<file path="src/rtl/riscv_run_monitor.sv">
// Run controller / monitor for the pipelined RISC_V core: holds the core in reset,
// then counts events and flags done / timeout / hang. Optional: RUN_MONITOR_SIGNATURE_EN.
module riscv_run_monitor #(
  parameter int XLEN        = 32,
  parameter int CNT_W       = 16,
  parameter int RST_HOLD    = 4,
  parameter int MAX_CYCLES  = 1000,
  parameter int STALL_LIMIT = 8,
  parameter logic [XLEN-1:0] END_PC = 32'h0000_0040
) (
  input  logic             clk,
  input  logic             reset,
  input  logic [XLEN-1:0]  PC_EX,
  input  logic             PCSrc,
  input  logic [1:0]       forwardA,
  input  logic [1:0]       forwardB,
  input  logic             pipeline_stall,
  output logic             core_rst,
  output logic [CNT_W-1:0] cycle_cnt,
  output logic [CNT_W-1:0] stall_cnt,
  output logic [CNT_W-1:0] branch_cnt,
  output logic [CNT_W-1:0] fwd_cnt,
  output logic [XLEN-1:0]  signature,
  output logic             done,
  output logic             timeout,
  output logic             hang
);

  localparam int HW = (RST_HOLD > 1) ? $clog2(RST_HOLD) : 1;
  localparam int SW = $clog2(STALL_LIMIT + 1);

  typedef enum logic [2:0] {HOLD, RUN, DONE, TOUT, HANG} state_t;

  state_t         state, state_nxt;
  logic [HW-1:0]  hold_cnt;
  logic [SW-1:0]  stall_run;
  logic           hold_last, hang_hit, done_hit, tout_hit;

  function automatic logic [CNT_W-1:0] sat_inc(input logic [CNT_W-1:0] v, input logic en);
    return (en && (v != '1)) ? v + 1'b1 : v;
  endfunction

  // Compare in 32 bits so a narrow CNT_W never aliases MAX_CYCLES-1.
  always_comb begin
    hold_last = (32'(hold_cnt) == RST_HOLD - 1);
    hang_hit  = pipeline_stall && (32'(stall_run) == STALL_LIMIT - 1);
    done_hit  = (PC_EX == END_PC);
    tout_hit  = (32'(cycle_cnt) == MAX_CYCLES - 1);
    state_nxt = state;
    case (state)
      HOLD:    if (hold_last) state_nxt = RUN;
      RUN: begin
        if (hang_hit)      state_nxt = HANG;
        else if (done_hit) state_nxt = DONE;
        else if (tout_hit) state_nxt = TOUT;
      end
      default: state_nxt = state;
    endcase
  end

  assign core_rst = (state == HOLD);

  always_ff @(posedge clk or negedge reset) begin
    if (!reset) begin
      state      <= HOLD;
      hold_cnt   <= '0;
      stall_run  <= '0;
      cycle_cnt  <= '0;
      stall_cnt  <= '0;
      branch_cnt <= '0;
      fwd_cnt    <= '0;
      done       <= 1'b0;
      timeout    <= 1'b0;
      hang       <= 1'b0;
    end else begin
      state   <= state_nxt;
      done    <= (state_nxt == DONE);
      timeout <= (state_nxt == TOUT);
      hang    <= (state_nxt == HANG);
      if (state == HOLD) hold_cnt <= hold_cnt + 1'b1;
      if (state == RUN) begin
        cycle_cnt  <= sat_inc(cycle_cnt, 1'b1);
        stall_cnt  <= sat_inc(stall_cnt, pipeline_stall);
        branch_cnt <= sat_inc(branch_cnt, PCSrc);
        fwd_cnt    <= sat_inc(fwd_cnt, |{forwardA, forwardB});
        stall_run  <= pipeline_stall ? stall_run + 1'b1 : '0;
      end
    end
  end

`ifdef RUN_MONITOR_SIGNATURE_EN
  logic [XLEN-1:0] sig_q;
  always_ff @(posedge clk or negedge reset) begin
    if (!reset)            sig_q <= '0;
    else if (state == RUN) sig_q <= {sig_q[XLEN-2:0], sig_q[XLEN-1]} ^ PC_EX;
  end
  assign signature = sig_q;
`else
  assign signature = '0;
`endif

endmodule
</file>
<file path="config.mk">
export PLATFORM = sky130hd
export DESIGN_NAME = riscv_run_monitor
export DESIGN_NICKNAME = d
export VERILOG_FILES = /design/src/rtl/riscv_run_monitor.sv
export SDC_FILE = /design/constraint.sdc
export NUM_CORES = 1
export LEC_CHECK = 0
export ABC_CLOCK_PERIOD_IN_PS = 1900
export BUFFER_PORTS_ARGS = -buffer_cell sky130_fd_sc_hd__buf_2
export CAP_MARGIN = 40
export CORE_MARGIN = 5
export CORE_UTILIZATION = 45
export CTS_BUF_LIST = sky130_fd_sc_hd__clkbuf_8 sky130_fd_sc_hd__clkbuf_16
export CTS_CLUSTER_SIZE = 16
export DETAILED_ROUTE_END_ITERATION = 10
export PLACE_DENSITY = 0.74
export SETUP_SLACK_MARGIN = 0.4
export SYNTH_ARGS = -nofsm -noshare
export SYNTH_HDL_FRONTEND = slang
export SYNTH_SLANG_ARGS = --single-unit
</file>
<file path="constraint.sdc">
create_clock -name clk -period 1.9 [get_ports clk]
set_input_delay 0.285 -clock clk [delete_from_list [all_inputs] [get_ports clk]]
set_output_delay 0.285 -clock clk [all_outputs]
set_load 0.01 [all_outputs]
</file>
==> metrics.md, run 1 <==
| Metric | Value |
|---|---|
| Status | `finished with violations` |
| Failing checks | `setup timing` |
| Port buffer count | `107` |
| Unrepaired setup endpoints after global routing | `true` |
| WL per Instance | `15.8 microns` |
| Filler Cell Count | `641` |
| Hold path depth | `3` |
| Gr usage total | `18.7%` |
| Clock Path Buffers | `2` |
| Critical setup path kind | `reg -> reg` |
| H-tree depth | `3` |
| Multiplexer share of the synthesized area | `2.52%` |
| Die W | `103 microns` |
| Simple-Gate Fraction of Synth Area | `23.6%` |
| Stages on worst setup path | `6` |
| DRT iter0 DRCs | `150` |
| Rows | `34` |
| Worst hold slack | `0.316 ns` |
| Top cell type's share of synthesized area | `48.4%` |
| GPL Wtd Cong | `0.832` |
| Final Max Slew Viols | `0` |
| First-pass DRT Iterations | `5` |
| Setup TNS | `-0.00171 ns` |
| Final nets | `628` |
| Worst Path Buf+Inv | `2` |
| Core Util, Final | `69.3%` |
| Top cells by count, synth | `dfrtp_1 (76), nand2_1 (41), xnor2_1 (36), buf_4 (32), nand4_1 (24)` |
| First-pass GRT wire length | `15900 microns` |
| Synth warnings | `0` |
| Area Overhead vs Synth | `52.3%` |
| CP startpoint kind | `flip-flop` |
| Biggest area consumer among synthesized cells | `dfrtp_1` |
| Most common cell in the netlist | `dfrtp_1` |
| Clock tree from TritonCTS | `done` |
| Minimum clock period | `1.90 ns` |
| Syn Area/Cell | `10.1 sq um` |
| Ys flop type | `dfrtp_1` |
| Synth Area in XOR/XNOR | `11.4%` |
| Slowest-stage cell, CP | `or3b_4` |
| Via density per instance | `5.15` |
| Vias | `3578` |
| Power per cell area | `471 nW/um^2` |
| I/O pin count | `140` |
| Largest net degree at the start of global routing | `40` |
| Sink Count | `76` |
| Adder-cell share of the synthesized area | `1.91%` |
| Main combinational cell family by area after synthesis | `simple AND/OR/NAND/NOR gates` |
| Critical path, cell by cell | `buf_4 -> or3b_4 -> nor4b_4 -> buf_4 -> and3_4 -> a21oi_1` |
| CP delay by family, top | `simple AND/OR/NAND/NOR gates` |
| Inst Count DP | `616` |
| Max incr delay on CP | `0.44 ns` |
| Cts bufs inserted | `9` |
| Synth Register Bits | `76` |
| Grt ovf | `0` |
| Sequential-to-total area share from yosys stat | `48.4%` |
| Core Area | `8640 sq um` |
| Starting density of the core | `45.5%` |
| Initial antenna violation count | `0` |
| Yosys cell types | `48` |
| Post-detail-place hpwl | `6960 microns` |
| Number of global-route vias before repair | `3410` |
| Crit. End Element | `flip-flop` |
| Crit-path most repeated cell | `buf_4` |
| Post-route ant nets | `0` |
| Number of enable flip-flop cells after synthesis | `0` |
| Synthesized area | `3930 sq um` |
| Worst min-delay path class | `in -> reg` |
| Residual DRC | `0` |
| Fmax | `0.526 GHz` |
| Period utilisation layout | `100%` |
| Finished Layout Cells | `695` |
| Top cells by area, synth | `dfrtp_1 (48%), xnor2_1 (8.0%), buf_4 (6.1%), nand2_1 (3.9%), nand4_1 (3.8%)` |
| Syn Inst Count | `388` |
| Ant diodes | `0` |
| Asr flop ratio synth | `100%` |
| Max Cap Violations | `0` |
| Final wirelength | `10900 microns` |
| Final worst slack | `-0.00171 ns` |
| Worst-path clk slew | `0.09 ns` |
| Compound-cell area share of the yosys netlist | `4.81%` |
| Worst skew pair latency | `0.34 ns` |
| Layout cells sized above 1 | `50.1%` |
| Register area | `1910 sq um` |
| Skew final | `0.0104 ns` |
| Die ar. | `10700 sq um` |
| Worst VDD drop | `0.000557 V` |
| Multi-input gate area | `2460 sq um` |
| CP arrival | `2.12 ns` |
| Lkg Pwr | `3.00 nW` |
| Die height | `103 microns` |
| Root Buffer | `clkbuf_8` |
| Final-report setup violation count | `1` |
| Tot Pwr | `2.82 mW` |
| CP required | `2.12 ns` |
| Worst-path fanout max | `4` |
| Hold Vio Cnt, Final | `0` |
| Worst r2r path cells | `6` |
-- what timing repair did --
action / 4_1_cts / 5_1_grt
resized for setup: 56 / 55
pin swaps: 58 / 44
buffers inserted: 42 / 20
hold buffers: 1 / 0
endpoints found under the setup margin: 61 / 70
endpoints found under the hold margin: 16 / 0
-- flip-flops by register name (all words and copies together) (netlist names) --
name and count:
hang 1, hold_cnt 2, fwd_cnt 16, stall_run 4, cycle_cnt 16, branch_cnt 16, timeout 1, done 1
stall_cnt 16, state 3
-- worst reg2reg max path, cell delays in order, from the launching register on --
cell     delay, ns
dfrtp_1       0.42
buf_4         0.16
or3b_4        0.44
nor4b_4       0.35
buf_4         0.19
and3_4        0.17
a21oi_1       0.06
-- report_power, final --
part / leakage [nW] / internal, mW / switching (mW)
Sequential: 1.02 / 1.62 / 0
Clock: 0.0848 / 0.467 / 0.615
Combinational: 1.90 / 0.0402 / 0.0816
Total: 3.00 / 2.12 / 0.697
-- cells in the final DEF, fill, tap and decap left out, types with 3 or more instances in the layout --
cell type,count
a21oi_1,5
a31oi_1,5
and3_1,4
and3_4,5
and4_1,3
buf_2,106
buf_4,51
buf_6,29
clkbuf_8,9
clkinv_2,4
conb_1,32
dfrtp_1,69
dfrtp_2,7
ha_1,3
ha_4,3
inv_1,7
mux2_4,6
nand2_1,33
nand2_2,4
nand2_4,3
nand3_1,17
nand3_2,5
nand4_1,24
nor2_1,12
nor2_2,4
nor2_4,6
nor3_1,4
nor3_4,10
nor4_1,7
nor4_2,3
xnor2_1,33
xnor2_2,3
xor2_1,15
-- through the flow --
stage	cell area (sq um)	setup WS, ns
floorplan	4290	0.0273
global placement	4830	0.0745
detailed placement	4830	0.0299
CTS	5590	0.0216
global route	5990	-0.124
finish	5990	-0.00171
-- layer usage --
| layer | vias up | wire [microns] | track usage [%] |
|---|---|---|---|
| met3 | 20 | 663 | 2.88 |
| met2 | 112 | 5750 | 32.7 |
| met1 | 1744 | 4310 | 23.4 |
| met5 | - | 0 | 0 |
| met4 | 0 | 231 | 6.37 |
| li1 | 1702 | - | - |
-- final cells by class --
cell class / count / share of cell area (%)
multi-input combinational: 299 / 41.0
sequential: 76 / 31.9
timing repair buffer: 189 / 21.6
tap: 108 / 2.26
clock buffer: 9 / 2.07
clock inverter: 7 / 0.732
inverter: 7 / 0.439
-- logic make-up (layout without fill, tap and decap cells) --
logic type / after synthesis / count (layout)
AOI/OAI and AO/OA: 29 / 29
adders and majority gates: 6 / 6
xor gates and xnor gates: 51 / 51
other: 1 / 32
muxes: 9 / 9
and+or+nand+nor: 172 / 172
DFF: 76 / 76
buffers and inverters: 44 / 212
-- worst paths after layout --
kind	startpoint	endpoint	slack, ns
max	state[1]$_DFF_PN0_	fwd_cnt[15]$_DFFE_PN0P_	-0.002
min	pipeline_stall	stall_run[1]$_DFFE_PN0P_	0.32
max reg2reg	state[1]$_DFF_PN0_	fwd_cnt[15]$_DFFE_PN0P_	-0.002
min reg2reg	hold_cnt[0]$_DFFE_PN0P_	hold_cnt[0]$_DFFE_PN0P_	0.48
max in group asynchronous	reset	fwd_cnt[3]$_DFFE_PN0P_	0.99
min in group asynchronous	reset	stall_cnt[15]$_DFFE_PN0P_	0.36
No activity file was read; power rests on OpenSTA's default activity.
==> run 2, diff against run 1 <==
Settings changed: PLACE_DENSITY 0.74 to unset, PLACE_DENSITY_LB_ADDON set to 0.12.
==> metrics.md, run 2 (same netlist as run 1, synthesis figures left out) <==
| Metric | Value |
|---|---|
| First-pass DRT Iterations | `4` |
| Port buffer count | `107` |
| Hold Vio Cnt, Final | `0` |
| DRT iter0 DRCs | `56` |
| Status | `completed` |
| I/O pin count | `140` |
| First-pass GRT wire length | `16500 microns` |
| Worst VDD drop | `0.000389 V` |
| Gr usage total | `19.4%` |
| Sink Count | `76` |
| Die ar. | `10700 sq um` |
| Multi-input gate area | `2390 sq um` |
| Ant diodes | `0` |
| Worst skew pair latency | `0.35 ns` |
| Lkg Pwr | `3.04 nW` |
| Skew final | `0.00964 ns` |
| Initial antenna violation count | `0` |
| Period utilisation layout | `97.8%` |
| Core Area | `8640 sq um` |
| Most frequent cells in the layout | `buf_2 (106), buf_4 (73), dfrtp_1 (69)` |
| Power per cell area | `544 nW/um^2` |
| Area Overhead vs Synth | `51.7%` |
| Worst min-delay path class | `in -> reg` |
| Dpl ws | `0.0331 ns` |
| Worst-path fanout max | `2` |
| Unrepaired setup endpoints after global routing | `true` |
| Starting density of the core | `45.5%` |
| Tot Pwr | `3.24 mW` |
| Max incr delay on CP | `0.52 ns` |
| Residual DRC | `0` |
| Max Cap Violations | `0` |
| Rows | `34` |
| Post-detail-place hpwl | `6900 microns` |
| Crit. End Element | `flip-flop` |
| Via density per instance | `5.08` |
| Core Util, Final | `69.1%` |
| Final-report setup violation count | `0` |
| Most common cell after layout, fill and taps aside | `buf_2` |
| Dpl cell area | `4820 sq um` |
| Minimum clock period | `1.86 ns` |
| CP arrival | `2.12 ns` |
| CP startpoint kind | `flip-flop` |
| Die W | `103 microns` |
| Critical setup path kind | `reg -> reg` |
| Fmax | `0.538 GHz` |
| Grt ovf | `0` |
| Largest net degree at the start of global routing | `30` |
| Critical path, cell by cell | `or4b_1 -> or4_4 -> o32ai_2 -> mux2i_1 -> nor4_2` |
| Clock Path Buffers | `2` |
| CP required | `2.17 ns` |
| Vias | `3562` |
| Clock tree from TritonCTS | `done` |
| Post-route ant nets | `0` |
| Filler Cell Count | `683` |
| Slowest-stage cell, CP | `or4b_1` |
| Layout cells sized above 1 | `50.4%` |
| Final wirelength | `10600 microns` |
| Register area | `1910 sq um` |
| Root Buffer | `clkbuf_8` |
| Cts bufs inserted | `9` |
| WL per Instance | `15.2 microns` |
| GPL Wtd Cong | `0.805` |
| Worst-path clk slew | `0.09 ns` |
| H-tree depth | `3` |
| Setup TNS | `0 ns` |
| Die height | `103 microns` |
| Final nets | `634` |
| Final std cell area, no fill | `5960 sq um` |
| Final worst slack | `0.0419 ns` |
| Number of global-route vias before repair | `3492` |
| Final Max Slew Viols | `0` |
-- run 2: worst paths after layout --
check,from,endpoint,slack (ns),cells after the start
setup reg to reg,cycle_cnt[15]$_DFFE_PN0P_,timeout$_DFF_PN0_,0.04,5
max in group asynchronous,reset,stall_cnt[7]$_DFFE_PN0P_,0.87,3
setup / recovery,cycle_cnt[15]$_DFFE_PN0P_,timeout$_DFF_PN0_,0.04,5
hold / removal,pipeline_stall,stall_run[1]$_DFFE_PN0P_,0.27,3
min in group asynchronous,reset,branch_cnt[0]$_DFFE_PN0P_,0.40,2
hold reg to reg,hold_cnt[0]$_DFFE_PN0P_,hold_cnt[0]$_DFFE_PN0P_,0.49,1
-- run 2: critical path: cells and delay by family, from the launching register on --
kind | cells | cell delay (ns)
compound gates | 1 | 0.20
flops | 1 | 0.37
mux | 1 | 0.11
simple gates | 3 | 1.10
-- run 2: cell type report --
| class | count | area share [%] |
|---|---|---|
| multi-input combinational | 299 | 40.2 |
| clock inverter | 7 | 1.93 |
| timing repair buffer | 195 | 21.1 |
| tap | 108 | 2.27 |
| clock buffer | 9 | 2.08 |
| sequential | 76 | 32.0 |
| inverter | 7 | 0.441 |
-- run 2: layer usage --
layer | wire length (microns) | share of wire [%] | vias to the layer above | track usage [%]
met5 | 0 | 0 | - | 0
met4 | 193 | 1.8 | 0 | 5.98
met3 | 535 | 5.0 | 14 | 3.69
met2 | 5580 | 53 | 77 | 34.2
met1 | 4320 | 41 | 1753 | 24.2
li1 | - | - | 1718 | -
-- run 2: report_power, final --
group          switching, mW  internal [mW]
Sequential                 0           1.62
Clock                  0.641          0.868
Combinational         0.0804         0.0386
Total                  0.722           2.52
-- run 2: repair_timing --
item | CTS | global route
setup endpoints to repair | 59 | 67
hold buffers | 1 | 0
hold endpoints to repair | 26 | 0
setup buffers | 47 | 20
resized for setup | 38 | 47
pin swaps | 45 | 34
-- run 2: metrics by stage --
step                      std cells  hold slack (ns)
after detailed placement        617            0.234
after floorplan                 419          -0.0106
after CTS                       681            0.272
after global placement          617            0.236
after global routing            701            0.309
final                           701            0.271
